**config.mk**
```make
export PLATFORM = sky130hd
export DESIGN_NAME = cache_miss_handler_flat
export DESIGN_NICKNAME = d
export VERILOG_FILES = /design/src/rtl/cache_miss_handler_if.sv /design/src/rtl/cache_miss_handler.sv /design/src/flat_wrapper.sv
export SDC_FILE = /design/constraint.sdc
export NUM_CORES = 1
export LEC_CHECK = 0
export CAP_MARGIN = 10
export CORE_MARGIN = 10
export CORE_UTILIZATION = 45
export CTS_CLUSTER_DIAMETER = 100
export DETAILED_ROUTE_END_ITERATION = 12
export PLACE_DENSITY = 0.8
export SLEW_MARGIN = 10
export SYNTH_ARGS = -nofsm -noshare
export SYNTH_HDL_FRONTEND = slang
export SYNTH_SLANG_ARGS = --single-unit
```
**constraint.sdc**
```tcl
create_clock -name clk -period 1.8 [get_ports clk]
set_input_delay 0.36 -clock clk [delete_from_list [all_inputs] [get_ports clk]]
set_output_delay 0.36 -clock clk [all_outputs]
set_load 0.02 [all_outputs]
```
**src/rtl/cache_miss_handler_if.sv**
```systemverilog
// rtl/cache_miss_handler_if.sv - cache-side and memory-side signal bundle for the miss handler
interface cache_miss_handler_if;
  logic         iMiss;
  logic [31:0]  iMissAddr;
  logic         iDirty;
  logic [31:0]  iVictimAddr;
  logic [127:0] iVictimLine;
  logic         oBusy;
  logic         oMemRd;
  logic         oMemWr;
  logic [31:0]  oMemAddr;
  logic [31:0]  oMemData;
  logic [31:0]  iMemData;
  logic         iMemAck;
  logic         oFillWr;
  logic [1:0]   oFillIdx;
  logic [31:0]  oFillData;
  logic         oDone;

  modport slave (
    input  iMiss, iMissAddr, iDirty, iVictimAddr, iVictimLine, iMemData, iMemAck,
    output oBusy, oMemRd, oMemWr, oMemAddr, oMemData, oFillWr, oFillIdx, oFillData, oDone
  );

  modport master (
    output iMiss, iMissAddr, iDirty, iVictimAddr, iVictimLine, iMemData, iMemAck,
    input  oBusy, oMemRd, oMemWr, oMemAddr, oMemData, oFillWr, oFillIdx, oFillData, oDone
  );
endinterface

```
**src/rtl/cache_miss_handler.sv**
```systemverilog
// rtl/cache_miss_handler.sv - victim write-back then line refill sequencer for one cache miss
module cache_miss_handler #(
  parameter int LINE_WORDS = 4
) (
  input logic                  clk,
  input logic                  reset,
  cache_miss_handler_if.slave  bus
);

  localparam int CNT_W = $clog2(LINE_WORDS);
  localparam logic [31:0] LINE_MASK = 32'hFFFF_FFF0;
  localparam logic [CNT_W-1:0] LAST_WORD = CNT_W'(LINE_WORDS - 1);

  typedef enum logic [1:0] {
    IDLE = 2'd0,
    WB   = 2'd1,
    FILL = 2'd2,
    DONE = 2'd3
  } state_t;

  state_t             state;
  state_t             state_nx;
  logic [CNT_W-1:0]   cnt;
  logic [31:0]        fill_base;
  logic [31:0]        victim_base;
  logic [127:0]       victim_line;
  logic [31:0]        word_off;
  logic [31:0]        victim_word;
  logic               last_word;

  assign last_word   = (cnt == LAST_WORD);
  assign word_off    = 32'(cnt) << 2;
  assign victim_word = victim_line[{cnt, 5'b00000} +: 32];

  // State register
  always_ff @(posedge clk) begin
    if (reset) begin
      state <= IDLE;
    end else begin
      state <= state_nx;
    end
  end

  // Next-state logic; iMiss only matters in IDLE, iMemAck only in WB/FILL
  always_comb begin
    state_nx = state;
    case (state)
      IDLE: begin
        if (bus.iMiss) begin
          state_nx = bus.iDirty ? WB : FILL;
        end
      end
      WB: begin
        if (bus.iMemAck && last_word) begin
          state_nx = FILL;
        end
      end
      FILL: begin
        if (bus.iMemAck && last_word) begin
          state_nx = DONE;
        end
      end
      DONE: begin
        state_nx = IDLE;
      end
      default: begin
        state_nx = IDLE;
      end
    endcase
  end

  // Captured request, word counter and registered refill write port.
  // cnt wraps from the last word back to 0, which clears it for the next phase.
  always_ff @(posedge clk) begin
    if (reset) begin
      cnt           <= '0;
      fill_base     <= '0;
      victim_base   <= '0;
      victim_line   <= '0;
      bus.oFillWr   <= 1'b0;
      bus.oFillIdx  <= '0;
      bus.oFillData <= '0;
    end else begin
      bus.oFillWr <= 1'b0;
      case (state)
        IDLE: begin
          if (bus.iMiss) begin
            fill_base   <= bus.iMissAddr & LINE_MASK;
            victim_base <= bus.iVictimAddr & LINE_MASK;
            victim_line <= bus.iVictimLine;
            cnt         <= '0;
          end
        end
        WB: begin
          if (bus.iMemAck) begin
            cnt <= cnt + 1'b1;
          end
        end
        FILL: begin
          if (bus.iMemAck) begin
            bus.oFillWr   <= 1'b1;
            bus.oFillIdx  <= 2'(cnt);
            bus.oFillData <= bus.iMemData;
            cnt           <= cnt + 1'b1;
          end
        end
        default: begin
        end
      endcase
    end
  end

  // Output decode: strobes, address and data are pure functions of state and cnt
  always_comb begin
    bus.oBusy    = (state != IDLE);
    bus.oDone    = (state == DONE);
    bus.oMemRd   = 1'b0;
    bus.oMemWr   = 1'b0;
    bus.oMemAddr = '0;
    bus.oMemData = '0;
    case (state)
      WB: begin
        bus.oMemWr   = 1'b1;
        bus.oMemAddr = victim_base + word_off;
        bus.oMemData = victim_word;
      end
      FILL: begin
        bus.oMemRd   = 1'b1;
        bus.oMemAddr = fill_base + word_off;
      end
      default: begin
      end
    endcase
  end

endmodule

```
**src/flat_wrapper.sv**
```systemverilog
// flat-port wrapper written by rule: the top's interface ports become plain ports
module cache_miss_handler_flat 
#(
  parameter int LINE_WORDS = 4
)
  (clk, reset, bus_iMiss, bus_iMissAddr, bus_iDirty, bus_iVictimAddr, bus_iVictimLine, bus_iMemData, bus_iMemAck, bus_oBusy, bus_oMemRd, bus_oMemWr, bus_oMemAddr, bus_oMemData, bus_oFillWr, bus_oFillIdx, bus_oFillData, bus_oDone);
  cache_miss_handler_if bus_i ();
  input logic clk;
  input logic reset;
  input wire logic [$bits(bus_i.iMiss)-1:0] bus_iMiss;
  input wire logic [$bits(bus_i.iMissAddr)-1:0] bus_iMissAddr;
  input wire logic [$bits(bus_i.iDirty)-1:0] bus_iDirty;
  input wire logic [$bits(bus_i.iVictimAddr)-1:0] bus_iVictimAddr;
  input wire logic [$bits(bus_i.iVictimLine)-1:0] bus_iVictimLine;
  input wire logic [$bits(bus_i.iMemData)-1:0] bus_iMemData;
  input wire logic [$bits(bus_i.iMemAck)-1:0] bus_iMemAck;
  output wire logic [$bits(bus_i.oBusy)-1:0] bus_oBusy;
  output wire logic [$bits(bus_i.oMemRd)-1:0] bus_oMemRd;
  output wire logic [$bits(bus_i.oMemWr)-1:0] bus_oMemWr;
  output wire logic [$bits(bus_i.oMemAddr)-1:0] bus_oMemAddr;
  output wire logic [$bits(bus_i.oMemData)-1:0] bus_oMemData;
  output wire logic [$bits(bus_i.oFillWr)-1:0] bus_oFillWr;
  output wire logic [$bits(bus_i.oFillIdx)-1:0] bus_oFillIdx;
  output wire logic [$bits(bus_i.oFillData)-1:0] bus_oFillData;
  output wire logic [$bits(bus_i.oDone)-1:0] bus_oDone;
  assign bus_i.iMiss = bus_iMiss;
  assign bus_i.iMissAddr = bus_iMissAddr;
  assign bus_i.iDirty = bus_iDirty;
  assign bus_i.iVictimAddr = bus_iVictimAddr;
  assign bus_i.iVictimLine = bus_iVictimLine;
  assign bus_i.iMemData = bus_iMemData;
  assign bus_i.iMemAck = bus_iMemAck;
  assign bus_oBusy = bus_i.oBusy;
  assign bus_oMemRd = bus_i.oMemRd;
  assign bus_oMemWr = bus_i.oMemWr;
  assign bus_oMemAddr = bus_i.oMemAddr;
  assign bus_oMemData = bus_i.oMemData;
  assign bus_oFillWr = bus_i.oFillWr;
  assign bus_oFillIdx = bus_i.oFillIdx;
  assign bus_oFillData = bus_i.oFillData;
  assign bus_oDone = bus_i.oDone;
  cache_miss_handler #(.LINE_WORDS(LINE_WORDS)) u_core (.clk(clk), .reset(reset), .bus(bus_i));
endmodule
```
# Word level (Yosys, flattened, before mapping)
# Index checks and enable logic that the tools add are counted.
# totals
regBits	223
in_bits	229
out_inout_bits	103
elab_cells	44
# classes
addsub	3
n_eq_ne	8
shifts	1
n_mux	13
bitwise_logic	1
n_reduce_logical	10
# ops
cell	n
$shiftx A128 B8 Y32	1
$add A32 B4 Y32	2
$pmux W32 S2	1
$mux W32	1
$mux W2	6
$pmux W2 S4	1
$eq A2 B2 Y1 const B	3
$ne A2 B1 Y1 const B	3
$reduce_and A3 Y1	2
$pmux W2 S2	1
$reduce_and A2 Y1	2
$reduce_bool A2 Y1	2
$reduce_or A2 Y1	2
$mux W1	3
$add A2 B1 Y2 const B	1
$eq A2 B1 Y1 const B	1
$logic_not A2 Y1	1
$ne A2 B2 Y1 const B	1
$logic_and A1 B1 Y1	1
$not A1 Y1	1

# Depth between registers and ports, before layout
# Gate-level depths: netlist of run 1.
# logic_depth
word_depth	4
depth_mapped	8
ltp_nobuf	5

# Worst setup path before layout of run 1
# No wires, ideal clock.
# synth_timing
path_type	reg-to-output
from	register u_core.state[1]
to	output bus_oMemAddr[18]
t_arrival_ps	1655
required_time_ps	1440
slack_ps	-215
stages_incl_launch_ff	7
path_cell_list	dfxtp_1 -> inv_1 -> ha_1 -> buf_2 -> buf_1 -> a22oi_1 -> nor2b_1
# synth_via
elab_chain_cells	2
elab_cells_between_ends	3
# synth_rtl
item	line	source
start: declaration	cache_miss_handler.sv:21	state_t state;
start signal: assignment	cache_miss_handler.sv:40	state <= state_nx;
$eq A2 B2 Y1 or $eq A2 B1 Y1 (tied branches)	cache_miss_handler.sv:121	case (state)
$pmux W32 S2 *	cache_miss_handler.sv:121	
end: declaration	flat_wrapper.sv:20	output wire logic [$bits(bus_i.oMemAddr)-1:0] bus_oMemAddr;
# Every way passes the cells marked *; elsewhere a longest branch is shown, timed or not.

# Worst setup path after layout of run 1
# layout_timing
from	register u_core.cnt[0]
to	output bus_oMemData[11]
# layout_via
elab_chain_cells	2
# layout_rtl
item	line	source
start: declaration	cache_miss_handler.sv:23	logic [CNT_W-1:0] cnt;
start signal: assignment	cache_miss_handler.sv:96	cnt <= cnt + 1'b1;
start signal: assignment	cache_miss_handler.sv:104	cnt <= cnt + 1'b1;
$shiftx A128 B8 Y32	cache_miss_handler.sv:33	assign victim_word = victim_line[{cnt, 5'b00000} +: 32];
$mux W32	cache_miss_handler.sv:121	
end: declaration	flat_wrapper.sv:21	output wire logic [$bits(bus_i.oMemData)-1:0] bus_oMemData;
# Every way passes these cells.

==> impl_metrics.env, run 1 <==
export IMPL_post_synth_cell_area_avg_sq_um=8.19
export IMPL_layout_common_cells="nand2_1, a21oi_1, clkdlybuf4s50_1, dfxtp_1, buf_6"
export IMPL_netlist_area_sq_um=9290
export IMPL_vias=9507
export IMPL_port_buffers=321
export IMPL_clk_pin_slew_ns=0.06
export IMPL_cts_tree="done"
export IMPL_fp_coreArea_sq_um=20300
export IMPL_nNetsFinal=1722
export IMPL_min_path_type="primary input to register"
export IMPL_synth_top_cells_by_area="dfxtp_1, nand2_1, a21oi_1"
export IMPL_gp_congestion=0.809
export IMPL_critical_path_required_ns=1.44
export IMPL_io_pins=332
export IMPL_hold_viol=0
export IMPL_track_usage_pct=24.0
export IMPL_final_cells=1775
export IMPL_grt_pass1_vias=9640
export IMPL_start_kind="register"
export IMPL_antenna_found_initial=2
export IMPL_drtIter0Drc=728
export IMPL_clock_latency_ns=0.51
export IMPL_critPathCaptureType="output pin"
export IMPL_syn_inst=1135
export IMPL_pre_cts_ws_ns=-0.441
export IMPL_wl_per_cell_microns=19.8
export IMPL_overflow=0
export IMPL_htree_levels=1
export IMPL_ctsLongestPathBuffers=3
export IMPL_cp_common_cell="buf_12"
export IMPL_rsz0062_at_grt="true"
export IMPL_setup_viol=64
export IMPL_p_leak_nw=5.88
export IMPL_grt_max_degree=73
export IMPL_ys_flop_type="dfxtp_1"
export IMPL_ys_seq_elements=223
export IMPL_ys_types=31
export IMPL_seq_area_frac_synth_pct=48.1
export IMPL_worstSetupPathType="register to output pin"
export IMPL_dieArea_sq_um=26800
export IMPL_fin_ws_ns=-0.525
export IMPL_cts_made_buffers=25
export IMPL_violations="setup timing"
export IMPL_yosys_warnings=0
export IMPL_place_area_sq_um=13300
export IMPL_worstPathArrival_ns=1.96
export IMPL_dp_cells=1686
export IMPL_final_common_cell="nand2_1"
export IMPL_powerDensity_nw_per_um2=1390
export IMPL_rows=52
export IMPL_synthArstFlopShare_pct=0
export IMPL_die_h_microns=164
export IMPL_synth_edf_count=0
export IMPL_finalClockSkew_ns=0.0145
export IMPL_slew_violations=0
export IMPL_dp_hpwl_microns=22400
export IMPL_period_share_pct=129
export IMPL_fmaxAchievable_ghz=0.430
export IMPL_peakVddDrop_mv=0.892
export IMPL_cts_sinks=223
export IMPL_clock_root_buffer="clkbuf_16"
export IMPL_maxCapViolCount=0
export IMPL_syn_to_final_growth_pct=63.1
export IMPL_postLayoutCellArea_sq_um=15200
export IMPL_initial_utilization_pct=45.8
export IMPL_vias_per_cell=5.36
export IMPL_synth_top_area_share_pct=48.1
export IMPL_postLayoutCoreUtil_pct=74.7
export IMPL_drc_errors=0
export IMPL_drt_total_wl_microns=35100
export IMPL_dr_pass1_iters=7
export IMPL_min_period_ns=2.32
export IMPL_max_stage_delay_ns=0.51
export IMPL_crit_fanout=8
export IMPL_drive_gt1_share_pct=23.1
export IMPL_path_cells="buf_12 -> buf_12 -> mux4_2 -> and2_4 -> buf_6"
export IMPL_yosysTopAreaCell="dfxtp_1"
export IMPL_grt_pass1_wl_microns=51900
export IMPL_slowest_stage="mux4_2"
export IMPL_die_w_microns=164
export IMPL_antenna_left=0
export IMPL_status="finished, violations left"
export IMPL_p_total_mw=21.1
-- flip-flops by register name (all words and copies together) (netlist names) --
register / count
u_core.victim_base: 28
u_core.fill_base: 28
u_core.victim_line: 128
u_core.bus.oFillIdx: 2
u_core.bus.oFillWr: 1
u_core.bus.oFillData: 32
u_core.state: 2
u_core.cnt: 2
-- layer usage --
metal  vias to the layer above  global-route usage (%)  share of wire (%)
met5                         -                       0              0.031
met4                         2                    5.52                2.3
met3                        72                    7.90                 10
met2                       426                    41.6                 50
met1                      4553                    28.1                 37
li1                       4454                       -                  -
-- what timing repair did --
action / in CTS / in global routing
resized for setup: 537 / 41
pin swaps: 37 / 34
endpoints found under the setup margin: 101 / 69
cloned: 8 / 4
setup buffers: 33 / 13
hold buffers: 0 / 0
-- Yosys cell counts, types with 2 or more instances --
master	count
o21ai_0	2
a211oi_1	2
a22oi_1	28
a21oi_1	220
mux4_2	27
nand2b_1	3
buf_6	2
inv_1	3
mux4_1	5
mux2i_1	2
nor2_1	2
buf_2	33
buf_4	4
buf_12	2
and2_1	34
ha_1	7
nor2b_1	31
dfxtp_1	223
nand2_1	438
clkbuf_1	46
o211a_1	2
buf_1	10
-- cell type report --
class / count / area [sq um]
multi-input cells: 813 / 4840
clock inverters: 8 / 77.6
inverters: 3 / 16.3
well taps: 270 / 338
clock buffers: 37 / 751
repair buffers: 420 / 4650
diodes: 1 / 2.50
fillers: 1409 / 5140
flip-flops and latches: 223 / 4470
-- report_power, final --
group	internal [mW]	total (mW)	switching, mW
clock	3.03	5.09	2.06
sequential	5.77	6.28	0.515
combinational	5.05	9.76	4.70
-- path summary, 6_finish.rpt --
kind	startpoint	to	slack, ns	cells past startpoint
max reg2reg	u_core.cnt[0]$_SDFFE_PP0P_	u_core.state[1]$_SDFFE_PP0P_	0.02	9
min reg2reg	u_core.bus.oFillData[19]$_SDFFE_PP0P_	u_core.bus.oFillData[19]$_SDFFE_PP0P_	0.45	2
max	u_core.cnt[0]$_SDFFE_PP0P_	bus_oMemData[11]	-0.52	5
min	reset	u_core.victim_line[103]$_SDFFE_PP0P_	0.23	2
-- cell families after synthesis --
kind of cell | after synthesis | synth area share [%]
compound gates | 259 | 15.1
buf+inv | 100 | 5.16
fa+ha+maj | 7 | 0.943
simple gates | 511 | 22.6
other cells | 1 | 0.0404
flops | 223 | 48.1
mux | 34 | 8.18
-- through the flow --
| stage | hold WS (ns) | TNS [ns] |
|---|---|---|
| after floorplan | 0.432 | 0 |
| final | 0.228 | -27.55 |
| after CTS | 0.205 | -29.86 |
| after global routing | 0.230 | -30.77 |
| after global placement | 0.438 | -20.15 |
| after detailed placement | 0.444 | -21.53 |
-- worst max-delay path, delay by kind of cell, from the launching register on --
kind | cells | cell delay (ns)
buffers and inverters | 3 | 0.37
flip-flops | 1 | 0.41
multiplexers | 1 | 0.51
AND/OR/NAND/NOR | 1 | 0.16
(Power assumes the default switching activity.)
==> run 2: changes to the inputs <==
--- a/config.mk
+++ b/config.mk
@@ -5,7 +5,6 @@
 export SDC_FILE = /design/constraint.sdc
 export NUM_CORES = 1
 export LEC_CHECK = 0
-export CAP_MARGIN = 10
 export CORE_MARGIN = 10
 export CORE_UTILIZATION = 45
 export CTS_CLUSTER_DIAMETER = 100
==> results of run 2 <==
Final layout, timing and power as in run 1 (identical DEF).
==> run 3: changes to the inputs <==
--- a/config.mk
+++ b/config.mk
@@ -5,7 +5,7 @@
 export SDC_FILE = /design/constraint.sdc
 export NUM_CORES = 1
 export LEC_CHECK = 0
-export CORE_MARGIN = 10
+export CORE_MARGIN = 5
 export CORE_UTILIZATION = 45
 export CTS_CLUSTER_DIAMETER = 100
 export DETAILED_ROUTE_END_ITERATION = 12
==> run 3 against run 2 <==
Net effect:
- the run still ends with setup timing left
- register-to-register slack better by 0.08 ns
- flip-flop and latch count unchanged
- utilization down 2.5 points
==> impl_metrics.env, run 3 (synthesized netlist as in run 1, its figures left out) <==
export IMPL_worstSetupPathType="register to output pin"
export IMPL_wl_per_cell_microns=18.2
export IMPL_final_common_cell="nand2_1"
export IMPL_dp_hpwl_microns=20400
export IMPL_dieArea_sq_um=23600
export IMPL_drc_errors=0
export IMPL_finalClockSkew_ns=0.0119
export IMPL_max_stage_delay_ns=0.49
export IMPL_die_h_microns=154
export IMPL_dr_pass1_iters=5
export IMPL_seq_area_sq_um=4470
export IMPL_slew_violations=0
export IMPL_worstPathArrival_ns=1.93
export IMPL_syn_to_final_growth_pct=57.8
export IMPL_port_buffers=321
export IMPL_fin_ws_ns=-0.493
export IMPL_vias_per_cell=5.31
export IMPL_drtIter0Drc=651
export IMPL_largest_register_ffs=128
export IMPL_clk_pin_slew_ns=0.06
export IMPL_maxCapViolCount=0
export IMPL_p_leak_nw=5.73
export IMPL_antenna_found_initial=2
export IMPL_vias=9219
export IMPL_min_period_ns=2.29
export IMPL_fmaxAchievable_ghz=0.436
export IMPL_antenna_left=0
export IMPL_status="finished, violations left"
export IMPL_start_kind="register"
export IMPL_clock_root_buffer="clkbuf_16"
export IMPL_overflow=0
export IMPL_peakVddDrop_mv=0.989
export IMPL_initial_utilization_pct=45.8
export IMPL_setup_viol=64
export IMPL_crit_fanout=6
export IMPL_rsz0062_at_grt="true"
export IMPL_grt_max_degree=55
export IMPL_io_pins=332
export IMPL_gp_congestion=0.871
export IMPL_cp_common_cell="buf_6"
export IMPL_track_usage_pct=24.8
export IMPL_ctsLongestPathBuffers=3
export IMPL_final_cells=1737
export IMPL_cts_made_buffers=23
export IMPL_fp_coreArea_sq_um=20300
export IMPL_min_path_type="primary input to register"
export IMPL_htree_levels=1
export IMPL_worst_hold_slack_ns=0.211
export IMPL_drt_total_wl_microns=31500
export IMPL_cts_sinks=223
export IMPL_fillers=1481
export IMPL_slowest_stage="mux4_2"
export IMPL_critPathBufInv=3
export IMPL_cts_tree="done"
export IMPL_dp_cells=1671
export IMPL_drive_gt1_share_pct=20.7
export IMPL_period_share_pct=127
export IMPL_critPathCaptureType="output pin"
export IMPL_path_delay_family="multiplexers"
export IMPL_ctsHoldBuffers=0
export IMPL_clock_latency_ns=0.49
export IMPL_multiInputGateArea_sq_um=4810
export IMPL_violations="setup timing"
export IMPL_layout_common_cells="nand2_1, a21oi_1, clkdlybuf4s50_1, dfxtp_1, buf_6"
export IMPL_grt_pass1_vias=9140
export IMPL_nNetsFinal=1689
export IMPL_die_w_microns=154
export IMPL_path_cells="buf_12 -> buf_6 -> mux4_2 -> and2_4 -> buf_6"
export IMPL_largest_register="u_core.victim_line"
export IMPL_critical_path_required_ns=1.44
export IMPL_grt_pass1_wl_microns=48300
export IMPL_rows=52
export IMPL_top_regs="u_core.victim_line x128, u_core.bus.oFillData x32"
export IMPL_powerDensity_nw_per_um2=1350
export IMPL_hold_viol=0
## run 3: layout make-up
type                       instances  area share [%]
timing repair buffer             389            29.0
inverter                           3           0.111
antenna                            1          0.0171
clock buffer                      31            4.47
sequential                       223            30.5
multi-input combinational        813            32.8
clock inverter                     7           0.751
tap                              270            2.30
## run 3: stage by stage
stage	worst slack, ns	cell area [sq um]	total power, mW	util [%]	TNS [ns]
finish	-0.493	14700	19.8	72.2	-24.29
CTS	-0.528	14700	20.0	72.2	-26.24
global route	-0.550	14700	20.8	72.2	-28.44
global placement	-0.421	13100	12.8	64.4	-20.56
detailed placement	-0.429	13100	13.0	64.4	-21.85
floorplan	0.0289	9430	10.3	-	0
## run 3: worst register-to-register path: cells and delay by family, from the launching register on
family | cells | cell delay [ns]
buffers and inverters | 3 | 0.43
adders and majority gates | 1 | 0.20
DFF | 1 | 0.38
AOI/OAI and AO/OA | 3 | 0.65
## run 3: power by group
part | internal [mW] | switching, mW
registers | 5.77 | 0.509
clock network | 2.96 | 1.89
logic | 4.30 | 4.35
## run 3: final timing paths
kind                                                             from                               endpoint  slack, ns  cells after the start
worst min-delay path                                            reset      u_core.fill_base[17]$_SDFFE_PP0P_       0.21                      2
worst min register to register  u_core.bus.oFillData[19]$_SDFFE_PP0P_  u_core.bus.oFillData[19]$_SDFFE_PP0P_       0.45                      2
worst max register to register             u_core.cnt[0]$_SDFFE_PP0P_           u_core.state[1]$_SDFFE_PP0P_       0.10                      7
worst max-delay path                       u_core.cnt[0]$_SDFFE_PP0P_                       bus_oMemData[28]      -0.49                      5
## run 3: what timing repair did
action                                 4_1_cts  5_1_grt
setup endpoints to repair                   95       75
resized for setup                          549       17
endpoints found under the hold margin        0        0
buffers inserted                            18        5
cloned                                       8        3
pin swaps                                   39       11
## run 3: metal layers
layer | GRT usage [%] | up-vias | wire, microns
met3 | 6.46 | 81 | 2860
li1 | - | 4376 | -
met4 | 8.62 | 2 | 1040
met5 | 0 | - | 13
met1 | 29.7 | 4339 | 12000
met2 | 43.0 | 421 | 15600
